### src/rtl/store_seq_pkg.sv
// Shared types and constants for the store instruction step sequencer.
// Holds the state encoding, the default wait limit, and the datapath strobe decode.
package store_seq_pkg;

  localparam int unsigned WAIT_MAX_DEFAULT = 15;

  typedef enum logic [3:0] {
    ST_IDLE = 4'd0,
    ST_T0   = 4'd1,
    ST_T1   = 4'd2,
    ST_T2   = 4'd3,
    ST_T3   = 4'd4,
    ST_T4   = 4'd5,
    ST_T5   = 4'd6,
    ST_T6   = 4'd7,
    ST_DONE = 4'd8
  } state_e;

  localparam int unsigned NUM_CTL     = 17;
  localparam int unsigned CTL_PCOUT   = 0;
  localparam int unsigned CTL_INCPC   = 1;
  localparam int unsigned CTL_MARIN   = 2;
  localparam int unsigned CTL_ZIN     = 3;
  localparam int unsigned CTL_ZLOWOUT = 4;
  localparam int unsigned CTL_PCIN    = 5;
  localparam int unsigned CTL_READ    = 6;
  localparam int unsigned CTL_MDRIN   = 7;
  localparam int unsigned CTL_MDROUT  = 8;
  localparam int unsigned CTL_IRIN    = 9;
  localparam int unsigned CTL_GRB     = 10;
  localparam int unsigned CTL_GRA     = 11;
  localparam int unsigned CTL_BAOUT   = 12;
  localparam int unsigned CTL_ROUT    = 13;
  localparam int unsigned CTL_YIN     = 14;
  localparam int unsigned CTL_COUT    = 15;
  localparam int unsigned CTL_WRITE   = 16;

  typedef logic [NUM_CTL-1:0] ctl_t;

  // PCin is only raised on the first T1 cycle so a stretched fetch loads PC once.
  function automatic ctl_t state_strobes(state_e s, logic first_cycle);
    ctl_t c;
    c = '0;
    case (s)
      ST_T0: begin
        c[CTL_PCOUT] = 1'b1; c[CTL_MARIN] = 1'b1; c[CTL_INCPC] = 1'b1; c[CTL_ZIN] = 1'b1;
      end
      ST_T1: begin
        c[CTL_ZLOWOUT] = 1'b1; c[CTL_READ] = 1'b1; c[CTL_MDRIN] = 1'b1;
        c[CTL_PCIN]    = first_cycle;
      end
      ST_T2: begin
        c[CTL_MDROUT] = 1'b1; c[CTL_IRIN] = 1'b1;
      end
      ST_T3: begin
        c[CTL_GRB] = 1'b1; c[CTL_BAOUT] = 1'b1; c[CTL_YIN] = 1'b1;
      end
      ST_T4: begin
        c[CTL_COUT] = 1'b1; c[CTL_ZIN] = 1'b1;
      end
      ST_T5: begin
        c[CTL_ZLOWOUT] = 1'b1; c[CTL_MARIN] = 1'b1;
      end
      ST_T6: begin
        c[CTL_GRA] = 1'b1; c[CTL_ROUT] = 1'b1; c[CTL_MDRIN] = 1'b1; c[CTL_WRITE] = 1'b1;
      end
      default: c = '0;
    endcase
    return c;
  endfunction

endpackage

### src/rtl/mem_wait_timer.sv
// Consecutive memory wait-cycle counter with synchronous clear and a terminal flag.
module mem_wait_timer #(
  parameter int unsigned WAIT_MAX = 15
) (
  input  logic Clock,
  input  logic Reset,
  input  logic clear,
  input  logic enable,
  output logic terminal
);

  localparam int unsigned CNT_W = $clog2(WAIT_MAX + 1);

  logic [CNT_W-1:0] count;

  // NOTE: sequential state is always written with <= so every flop samples pre-edge values.
  always_ff @(posedge Clock) begin
    if (Reset || clear) begin
      count <= '0;
    end else if (enable && !terminal) begin
      count <= count + 1'b1;
    end
  end

  assign terminal = (count == CNT_W'(WAIT_MAX));

endmodule

### src/rtl/store_sequencer.sv
// Control-step sequencer for st Ra, C(Rb): fetch, address compute, MDR load, memory write.
// Define STORE_SEQ_PERF_EN to add the Wait_count / Insn_count performance counters.
module store_sequencer
  import store_seq_pkg::*;
#(
  parameter int unsigned WAIT_MAX = WAIT_MAX_DEFAULT,
  parameter int unsigned STEP_W   = 4
) (
  input  logic              Clock,
  input  logic              Reset,
  input  logic              Start,
  input  logic              Mem_ready,
  output logic              PCout,
  output logic              IncPC,
  output logic              MARin,
  output logic              Zin,
  output logic              Zlowout,
  output logic              PCin,
  output logic              Read,
  output logic              MDRin,
  output logic              MDRout,
  output logic              IRin,
  output logic              Grb,
  output logic              Gra,
  output logic              BAout,
  output logic              Rout,
  output logic              Yin,
  output logic              Cout,
  output logic              Write,
  output logic              Busy,
  output logic              Done,
  output logic              Error,
  output logic [STEP_W-1:0] Step
`ifdef STORE_SEQ_PERF_EN
  ,
  output logic [15:0]       Wait_count,
  output logic [15:0]       Insn_count
`endif
);

  state_e state, state_next;
  logic   first_cycle;
  logic   mem_step, terminal, timeout, waiting;
  ctl_t   ctl;

  assign mem_step = (state == ST_T1) || (state == ST_T6);
  assign timeout  = mem_step && terminal;
  assign waiting  = mem_step && !Mem_ready && !timeout;

  mem_wait_timer #(.WAIT_MAX(WAIT_MAX)) u_wait_timer (
    .Clock    (Clock),
    .Reset    (Reset),
    .clear    (state_next != state),
    .enable   (waiting),
    .terminal (terminal)
  );

  always_ff @(posedge Clock) begin
    if (Reset) begin
      state       <= ST_IDLE;
      first_cycle <= 1'b0;
    end else begin
      state       <= state_next;
      first_cycle <= (state_next != state);
    end
  end

  // NOTE: state_next gets a default before the case so no path leaves it unassigned (no latch).
  always_comb begin
    state_next = state;
    case (state)
      ST_IDLE: if (Start) state_next = ST_T0;
      ST_T0:   state_next = ST_T1;
      ST_T1: begin
        if (timeout)        state_next = ST_IDLE;
        else if (Mem_ready) state_next = ST_T2;
      end
      ST_T2:   state_next = ST_T3;
      ST_T3:   state_next = ST_T4;
      ST_T4:   state_next = ST_T5;
      ST_T5:   state_next = ST_T6;
      ST_T6: begin
        if (timeout)        state_next = ST_IDLE;
        else if (Mem_ready) state_next = ST_DONE;
      end
      ST_DONE: state_next = ST_IDLE;
      default: state_next = ST_IDLE;
    endcase
  end

  // The timeout cycle silences every strobe; it depends only on registered state and count.
  assign ctl = timeout ? '0 : state_strobes(state, first_cycle);

  assign PCout   = ctl[CTL_PCOUT];
  assign IncPC   = ctl[CTL_INCPC];
  assign MARin   = ctl[CTL_MARIN];
  assign Zin     = ctl[CTL_ZIN];
  assign Zlowout = ctl[CTL_ZLOWOUT];
  assign PCin    = ctl[CTL_PCIN];
  assign Read    = ctl[CTL_READ];
  assign MDRin   = ctl[CTL_MDRIN];
  assign MDRout  = ctl[CTL_MDROUT];
  assign IRin    = ctl[CTL_IRIN];
  assign Grb     = ctl[CTL_GRB];
  assign Gra     = ctl[CTL_GRA];
  assign BAout   = ctl[CTL_BAOUT];
  assign Rout    = ctl[CTL_ROUT];
  assign Yin     = ctl[CTL_YIN];
  assign Cout    = ctl[CTL_COUT];
  assign Write   = ctl[CTL_WRITE];

  assign Busy  = (state != ST_IDLE) && (state != ST_DONE);
  assign Done  = (state == ST_DONE);
  assign Error = timeout;
  assign Step  = STEP_W'(state);

`ifdef STORE_SEQ_PERF_EN
  always_ff @(posedge Clock) begin
    if (Reset) begin
      Wait_count <= '0;
      Insn_count <= '0;
    end else begin
      if (waiting && (Wait_count != 16'hFFFF)) Wait_count <= Wait_count + 16'd1;
      if (Done)                                Insn_count <= Insn_count + 16'd1;
    end
  end
`endif

endmodule
### config.mk
export PLATFORM = sky130hd
export DESIGN_NAME = store_sequencer
export DESIGN_NICKNAME = d
export VERILOG_FILES = /design/src/rtl/store_seq_pkg.sv /design/src/rtl/mem_wait_timer.sv /design/src/rtl/store_sequencer.sv
export SDC_FILE = /design/constraint.sdc
export NUM_CORES = 1
export LEC_CHECK = 0
export ABC_CLOCK_PERIOD_IN_PS = 4970
export CORE_UTILIZATION = 44
export DETAILED_ROUTE_END_ITERATION = 12
export GPL_ROUTABILITY_DRIVEN = 0
export PLACE_DENSITY_LB_ADDON = 0.2
export SLEW_MARGIN = 0
export SYNTH_ARGS = -nofsm -noshare
export SYNTH_HDL_FRONTEND = slang
export SYNTH_HIERARCHICAL = 1
export SYNTH_SLANG_ARGS = --single-unit
### constraint.sdc
create_clock -name Clock -period 4.97 [get_ports Clock]
set_clock_uncertainty 0.05 [all_clocks]
set_input_delay 0.994 -clock Clock [delete_from_list [all_inputs] [get_ports Clock]]
set_output_delay 0.994 -clock Clock [all_outputs]
set_load 0.01 [all_outputs]
==> results.sh <==
export IMPL_finalCriticalPeriod_ns=3.22
export IMPL_drc=0
export IMPL_first_pass_iters=4
export IMPL_synth_area_leaders="dfxtp_1 (27%), buf_4 (6.8%), nor2_1 (5.7%)"
export IMPL_drt_iter0_markers=14
export IMPL_critical_path_arrival_ns=2.17
export IMPL_hold_path_class="reg2reg"
export IMPL_cp_end_kind="output pin"
export IMPL_cts_tree="yes"
export IMPL_tightest_slew_ns=0.810
export IMPL_min_delay_path_depth=2
export IMPL_maxCapViolCount=0
export IMPL_cts_buffers=3
export IMPL_die_h_um=40.8
export IMPL_crit_fanout=13
export IMPL_synth_cells=85
export IMPL_power_leakage_nw=0.335
export IMPL_power_density_nw_per_um2=222
export IMPL_rr_worst_depth=6
export IMPL_hold_viol=0
export IMPL_wl_per_cell_um=11.7
export IMPL_post_cts_resized=0
export IMPL_synth_edf_count=0
export IMPL_antenna_cells=0
export IMPL_port_buffers=27
export IMPL_synth_area_leader_cell="dfxtp_1"
export IMPL_grt_max_degree=19
export IMPL_total_power_w=0.000200
export IMPL_finalSetupViolCount=0
export IMPL_track_usage=0.188
export IMPL_num_rows=13
export IMPL_grt_pass1_wl_um=2030
export IMPL_ys_warn_count=6
export IMPL_grt_pass1_vias=463
export IMPL_cts_root_buf="clkbuf_4"
export IMPL_wl_um=1400
export IMPL_synth_ff_type="dfxtp_1"
export IMPL_ys_ff_latch=9
export IMPL_async_flop_share=0
export IMPL_area_growth_pct=35.8
export IMPL_post_synth_top_count_cell="nor2_1"
export IMPL_via_per_inst=5.38
export IMPL_hold_buffers=0
export IMPL_timing_fmax_mhz=311
export IMPL_final_nets=110
export IMPL_clkTransAtPathRegs_ns=0.06
export IMPL_status="completed"
export IMPL_antenna_left=0
export IMPL_final_max_slew_viol_count=0
export IMPL_setup_tns_ns=0
export IMPL_die_x_um=40.8
export IMPL_final_cell_area_sq_um=897
export IMPL_synth_nets=90
export IMPL_fin_ws_ns=1.75
export IMPL_htreeDepth=1
export IMPL_synth_avg_cell_area_sq_um=7.77
export IMPL_antenna_found_initial=0
export IMPL_clkSinkCount=9
export IMPL_synth_common_cells="nor2_1 (10), dfxtp_1 (9), nand2_1 (7), nor3_1 (7), buf_4 (6)"
export IMPL_vias=640
export IMPL_clock_path_buffers=2
export IMPL_seq_area_frac_synth=0.273
export IMPL_critical_path_class="reg2out"
export IMPL_synth_top_area_frac=0.273
export IMPL_place_area_sq_um=871
export IMPL_dp_hpwl_um=1090
export IMPL_dieArea_sq_um=1660
export IMPL_core_area_sq_um=1350
export IMPL_start_util=0.489
export IMPL_synth_area_sq_um=661
export IMPL_gr_total_overflow=0
export IMPL_rsz0062_at_grt="no"
export IMPL_slew_headroom=0.455
export IMPL_ios=28
export IMPL_crit_path_start_kind="register"
export IMPL_worstPathRequired_ns=3.93
export IMPL_pre_cts_slack_ns=1.98
export IMPL_clock_latency_ns=0.25
export IMPL_drive_gt1_frac=0.0962
export IMPL_cts_setup_buffers=0
export IMPL_peakVddDrop_mv=0.170
export IMPL_fin_crit_sh=0.647
export IMPL_synthDistinctLibCells=38
[routing by layer]
metal / vias to the layer above / share of wire / track usage
li1: 337 / - / -
met5: - / 0 / 0
met1: 279 / 0.49 / 0.256
met3: 2 / 0.051 / 0.0489
met2: 22 / 0.45 / 0.266
met4: 0 / 0.010 / 0.100
[power breakdown]
group / internal, W / leakage (nW) / switching (W)
Combinational: 0.0000353 / 0.247 / 0.0000274
Sequential: 0.0000759 / 0.0732 / 0.00000798
Clock: 0.0000307 / 0.0150 / 0.0000223
Total: 0.000142 / 0.335 / 0.0000577
[flip-flops by register name, summed over array words and instances, names as in the netlist]
signal,cells
Step,4
u_wait_timer/count,4
first_cycle,1
[logic make-up after synthesis]
kind of cell / synth area share
simple gates: 0.390
buf+inv: 0.136
compound gates: 0.169
flops: 0.273
xor+xnor: 0.0133
fa+ha+maj: 0.0189
[cell type report]
| type | instances | area (sq um) |
|---|---|---|
| fillers | 124 | 453 |
| multi-input cells | 61 | 390 |
| repair buffers | 27 | 270 |
| flip-flops and latches | 9 | 180 |
| clock buffers | 4 | 26.3 |
| well taps | 15 | 18.8 |
| inverters | 3 | 11.3 |
[path summary, 6_finish.rpt]
check / to / start / slack [ns]
max: PCin / u_wait_timer/count[0] / 1.75
min: u_wait_timer/count[1] / u_wait_timer/count[1] / 0.44
min reg2reg: u_wait_timer/count[1] / u_wait_timer/count[1] / 0.44
max reg2reg: u_wait_timer/count[3] / Step[2] / 2.71
[stage by stage]
step                      cells   util  hold WS (ns)
after detailed placement    115  0.645         0.435
after floorplan              85      -         0.409
after CTS                   119  0.665         0.443
final                       119  0.665         0.445
after global routing        119  0.665         0.462
after global placement      115  0.645         0.427
[worst max-delay path: stages, from the launching register on]
cell	delay (ns)
dfxtp_1	0.33
ha_1	0.24
nand3_2	0.10
inv_2	0.11
nor4_1	0.42
and2_1	0.19
clkdlybuf4s50_1	0.53
[cells in the final DEF (no fill, tap or decap), types with 2 or more instances in the layout]
master | netlist | final
nor4_1 | 4 | 4
nand3_2 | 2 | 2
nor3_1 | 7 | 7
nand2b_1 | 2 | 2
nand2_1 | 7 | 7
nand4b_1 | 2 | 2
nor2_1 | 10 | 10
clkbuf_4 | 0 | 3
dfxtp_1 | 9 | 9
clkdlybuf4s50_1 | 0 | 27
nor2b_1 | 2 | 2
inv_1 | 2 | 2
a21oi_1 | 2 | 2
nand3_1 | 2 | 2
(Power assumes the default switching activity.)
